[config.mk]
export PLATFORM = sky130hd
export DESIGN_NAME = fifo_axis_packetizer
export DESIGN_NICKNAME = d
export VERILOG_FILES = /design/src/rtl/fifo_axis_packetizer.sv
export SDC_FILE = /design/constraint.sdc
export NUM_CORES = 1
export LEC_CHECK = 0
export CORE_AREA = 2 2 83 85
export CTS_BUF_LIST = sky130_fd_sc_hd__clkbuf_4 sky130_fd_sc_hd__clkbuf_8 sky130_fd_sc_hd__clkbuf_16
export DETAILED_ROUTE_END_ITERATION = 16
export DIE_AREA = 0 0 85 87
export GPL_TIMING_DRIVEN = 0
export HOLD_SLACK_MARGIN = 0.05
export PLACE_DENSITY = 0.71
export SLEW_MARGIN = 40
export SYNTH_ARGS = -nofsm -noshare
export SYNTH_HDL_FRONTEND = slang
export SYNTH_SLANG_ARGS = --single-unit
[constraint.sdc]
create_clock -name clk -period 3 [get_ports clk]
set_input_delay 0.6 -clock clk [delete_from_list [all_inputs] [get_ports clk]]
set_output_delay 0.6 -clock clk [all_outputs]
set_load 0.05 [all_outputs]
[src/rtl/fifo_axis_packetizer.sv]
// Read stage for a FWFT FIFO: pops words into a 2-entry skid buffer and drives them
// as an AXI-Stream master with tlast inserted every pkt_len beats.
module fifo_axis_packetizer #(
  parameter int DATA_WIDTH = 8,
  parameter int LEN_WIDTH  = 8,
  parameter int CNT_WIDTH  = 16
) (
  input  logic                  clk,
  input  logic                  rst,
  input  logic [DATA_WIDTH-1:0] fifo_dout,
  input  logic                  fifo_empty,
  output logic                  fifo_rd_en,
  input  logic [LEN_WIDTH-1:0]  pkt_len,
  output logic [DATA_WIDTH-1:0] m_axis_tdata,
  output logic                  m_axis_tvalid,
  input  logic                  m_axis_tready,
  output logic                  m_axis_tlast,
  output logic [CNT_WIDTH-1:0]  pkt_count
);

  logic [1:0]            occ;
  logic [1:0]            occ_next;
  logic [DATA_WIDTH-1:0] head_data;
  logic                  head_last;
  logic [DATA_WIDTH-1:0] tail_data;
  logic                  tail_last;
  logic                  valid_q;
  logic [LEN_WIDTH-1:0]  beat_cnt;
  logic [LEN_WIDTH-1:0]  len_q;
  logic [LEN_WIDTH-1:0]  len_eff;
  logic                  push_last;
  logic                  rd;
  logic                  pop;

  // Read decision uses only registered occupancy, keeping tready off the rd_en path.
  assign rd            = !rst && !fifo_empty && (occ != 2'd2);
  assign pop           = valid_q && m_axis_tready;
  assign fifo_rd_en    = rd;
  assign m_axis_tvalid = valid_q;
  assign m_axis_tdata  = head_data;
  assign m_axis_tlast  = head_last;

  always_comb begin
    occ_next  = occ + {1'b0, rd} - {1'b0, pop};
    len_eff   = len_q;
    if (beat_cnt == '0) begin
      len_eff = (pkt_len == '0) ? LEN_WIDTH'(1) : pkt_len;
    end
    push_last = (beat_cnt == (len_eff - LEN_WIDTH'(1)));
  end

  always_ff @(posedge clk) begin
    if (rst) begin
      occ       <= 2'd0;
      valid_q   <= 1'b0;
      head_data <= '0;
      head_last <= 1'b0;
      tail_data <= '0;
      tail_last <= 1'b0;
      beat_cnt  <= '0;
      len_q     <= '0;
      pkt_count <= '0;
    end else begin
      occ     <= occ_next;
      valid_q <= (occ_next != 2'd0);

      if (rd && ((occ == 2'd0) || ((occ == 2'd1) && pop))) begin
        head_data <= fifo_dout;
        head_last <= push_last;
      end else if (rd && (occ == 2'd1)) begin
        tail_data <= fifo_dout;
        tail_last <= push_last;
      end else if (pop && (occ == 2'd2)) begin
        head_data <= tail_data;
        head_last <= tail_last;
      end

      // Packet boundaries are decided when a word enters the buffer.
      if (rd) begin
        if (beat_cnt == '0) begin
          len_q <= len_eff;
        end
        beat_cnt <= push_last ? '0 : beat_cnt + LEN_WIDTH'(1);
      end

      if (pop && head_last) begin
        pkt_count <= pkt_count + CNT_WIDTH'(1);
      end
    end
  end

endmodule

==> results.yml <==
run_status:
  outcome: "completed"
grt:
  grt_usage: 0.198
  use_met2: 0.317
  gr-max-usage-layer: "met2"
  grt_pass1_wl_microns: 12100
  overflow: 0
  grt_pass1_vias: 2453
  grt_max_degree: 20
  use_met3: 0.0341
  antenna_found_initial: 0
  grt.met1_usage: 0.282
placement:
  io_buffers: 46
  dpl_cell_area_sq_um: 3420
  place_hpwl_microns: 5080
  place.gp.congestion: 0.820
critical_path:
  crit_arrival_ns: 3.19
  cp-end-kind: "flop"
  cpMaxStageDelayCell: "clkdlybuf4s50_1"
  cp_top_family: "compound AO/OA/AOI/OAI gates"
  start_kind: "input port"
  worstSetupPathType: "input port to flop"
  path_max_fanout: 5
  worst-path-buf-inv: 1
  worstPathCellList: "clkdlybuf4s50_1 -> nor4_4 -> a21oi_1 -> mux2_4 -> ha_2 -> xnor2_1 -> xnor2_1 -> o2111ai_4 -> a221o_1"
  max_stage_delay_ns: 0.55
  cp_common_cell: "xnor2_1"
  crit_required_ns: 3.21
timing:
  tightest_slew_ns: 0.748
  relSlewSlack: 0.497
  clock.fmax_mhz: 336
  finalCritPeriodShare: 0.992
  min_period_ns: 2.98
  drv_slew: 0
  finalClockSkew_ns: 0.00917
  hold_violations: 0
  finalSetupViolCount: 0
logic_synthesis:
  synthArstFlopShare: 0
  ys.flop_type: "dfxtp_1"
  postSynthCellCount: 330
  syn_area_sq_um: 2860
  synth.distinct_cells: 54
  ys.warnings.count: 0
  synth_seq_cells: 53
  synth-edff-count: 0
  syn_avg_cell_area_sq_um: 8.65
  synth-seq-area-share: 0.372
  synth_nets: 356
cells_and_area:
  nFillCells: 595
  multiInputGateArea_sq_um: 1760
  final-seq-area_sq_um: 1070
  antenna_cells: 0
  nets: 417
  layout-drive-gt1-share: 0.112
  utilization: 0.556
  syn_to_final_growth_pct: 28.0
  final_cell_area_sq_um: 3650
floorplan:
  chipWidth_microns: 85
  die_area_sq_um: 7400
  fp-row-count: 30
  die_height_microns: 87
  start_util: 0.435
  io_pins: 47
  placeableCoreArea_sq_um: 6570
power_and_ir_drop:
  p_clk_frac: 0.175
  ir_drop_mv: 0.465
  p_comb_frac: 0.482
  swShare: 0.405
  seq_power_share: 0.343
  p_sw_w: 0.00103
  internal_power_w: 0.00151
  power.density_nw_per_um2: 694
  p_leak_nw: 1.43
drt:
  drt-initial-drc-count: 130
  ant_nets: 0
  drt-vias-per-instance: 5.49
  firstDrtPassIters: 4
  wirelength_microns: 7140
  post-route-drc-count: 0
  wl_per_cell_microns: 15.1
  dr_total_vias: 2590
clock_network:
  cts_sinks: 53
  cts_max_path_buffers: 2
  clk_pin_slew_ns: 0.11
  cts_buffers: 5
  insertion_delay_ns: 0.31
  cts-root-buf: "clkbuf_8"
  cts_tree: "built"
  ctsHoldBuffers: 0
  cts-htree-levels: 2
job:
  cap_violations: 0
hold_path:
  hold_class: "flop to flop"
[registers in the layout (all words and copies together), names as in the netlist]
name / count
m_axis_tvalid: 1
tail_data: 8
m_axis_tdata: 8
pkt_count: 16
beat_cnt: 8
tail_last: 1
len_q: 8
occ: 2
m_axis_tlast: 1
[power by group through the flow]
stage / combinational [W] / sequential [W] / clock, W
6_report: 0.00122 / 0.000871 / 0.000443
5_1_grt: 0.00132 / 0.000882 / 0.000482
4_1_cts: 0.00110 / 0.000868 / 0.000450
3_5_place_dp: 0.00101 / 0.000885 / 0
3_3_place_gp: 0.000993 / 0.000888 / 0
2_1_floorplan: 0.000679 / 0.000958 / 0
[logic make-up after synthesis]
kind of cell / after synthesis / synth area share
compound gates: 60 / 0.152
xor+xnor: 30 / 0.0920
fa+ha+maj: 6 / 0.0263
buf+inv: 26 / 0.0394
flops: 53 / 0.372
mux: 22 / 0.0819
simple gates: 133 / 0.237
[layout make-up]
cell class                      count  area share
Multi-Input combinational cell    251       0.482
Sequential cell                    53       0.292
Timing Repair Buffer               55       0.144
Tap cell                           80      0.0274
Clock buffer                        5      0.0188
Buffer                             16      0.0185
Inverter                            9     0.00924
Clock inverter                      3     0.00787
[tightest hold or removal path, stage by stage (launching register included)]
cell	delay (ns)
dfxtp_1	0.33
nand3_1	0.06
o31ai_1	0.06
[layout by cell type, fill, tap and decap left out, types with 3 or more instances in the layout]
cell type,count
a211oi_1,13
a21oi_1,8
a311oi_1,6
and3_1,4
buf_1,3
buf_4,8
clkbuf_1,12
clkbuf_8,5
clkdlybuf4s50_1,45
dfxtp_1,51
ha_1,4
inv_1,6
mux2i_1,19
nand2_1,27
nand3_1,14
nand4_1,5
nor2_1,48
nor2b_1,3
nor3_1,5
nor4_1,5
o21ai_0,9
o21ai_1,3
or2_2,4
or3_1,3
xnor2_1,12
xor2_1,17
[path summary, 6_finish.rpt]
path                     from     endpoint  slack, ns  depth (start not counted)
setup reg to reg  beat_cnt[0]  beat_cnt[1]       0.09                         10
hold / removal      tail_last    tail_last       0.48                          2
hold reg to reg     tail_last    tail_last       0.48                          2
setup / recovery   pkt_len[4]  beat_cnt[1]       0.02                          9
[cells in the mapped netlist (2+ instances only)]
master / number / area share
buf_1: 3 / 0.0039
nor2b_1: 3 / 0.0066
and2_1: 2 / 0.0044
nor3_1: 7 / 0.012
buf_6: 2 / 0.0079
nor4_2: 2 / 0.0088
o211a_1: 2 / 0.0070
o21ai_0: 9 / 0.016
o2111ai_1: 2 / 0.0061
xor2_1: 18 / 0.055
mux2i_1: 20 / 0.070
and3_1: 4 / 0.0088
o311a_1: 2 / 0.0070
o31ai_1: 2 / 0.0053
a21oi_1: 8 / 0.014
ha_1: 6 / 0.026
xnor2_1: 12 / 0.037
nor4_1: 5 / 0.011
and4_1: 2 / 0.0061
nand4_1: 5 / 0.011
nand2_1: 27 / 0.035
nand3_1: 14 / 0.025
a311oi_1: 6 / 0.018
a211oi_1: 13 / 0.034
or2_2: 4 / 0.0088
nor2_1: 48 / 0.063
inv_1: 8 / 0.011
o21ai_1: 3 / 0.0053
clkbuf_1: 12 / 0.016
or3_1: 3 / 0.0066
dfxtp_1: 53 / 0.37
[stage by stage]
| step | setup TNS (ns) | hold WS (ns) | power (W) | instances | setup slack (ns) |
|---|---|---|---|---|---|
| final | 0 | 0.480 | 0.00254 | 472 | 0.0242 |
| after floorplan | 0 | 0.446 | 0.00164 | 330 | 0.108 |
| after CTS | 0 | 0.481 | 0.00242 | 470 | 0.00510 |
| after global routing | -0.0514 | 0.504 | 0.00269 | 472 | -0.0425 |
| after global placement | -4.19 | 0.461 | 0.00188 | 456 | -0.527 |
| after detailed placement | -3.72 | 0.465 | 0.00190 | 456 | -0.481 |
[layer usage]
metal,up-vias,share of wire
li1,1308,-
met1,1227,0.49
met2,51,0.47
met3,4,0.033
met4,0,0.0069
met5,-,0
[what timing repair did]
| action | CTS | global route |
|---|---|---|
| buffers inserted | 7 | 2 |
| gates resized for setup | 11 | 9 |
| pin swaps | 7 | 10 |
| gates cloned | 0 | 0 |
| setup endpoints to repair | 11 | 8 |
(Power assumes the default switching activity.)
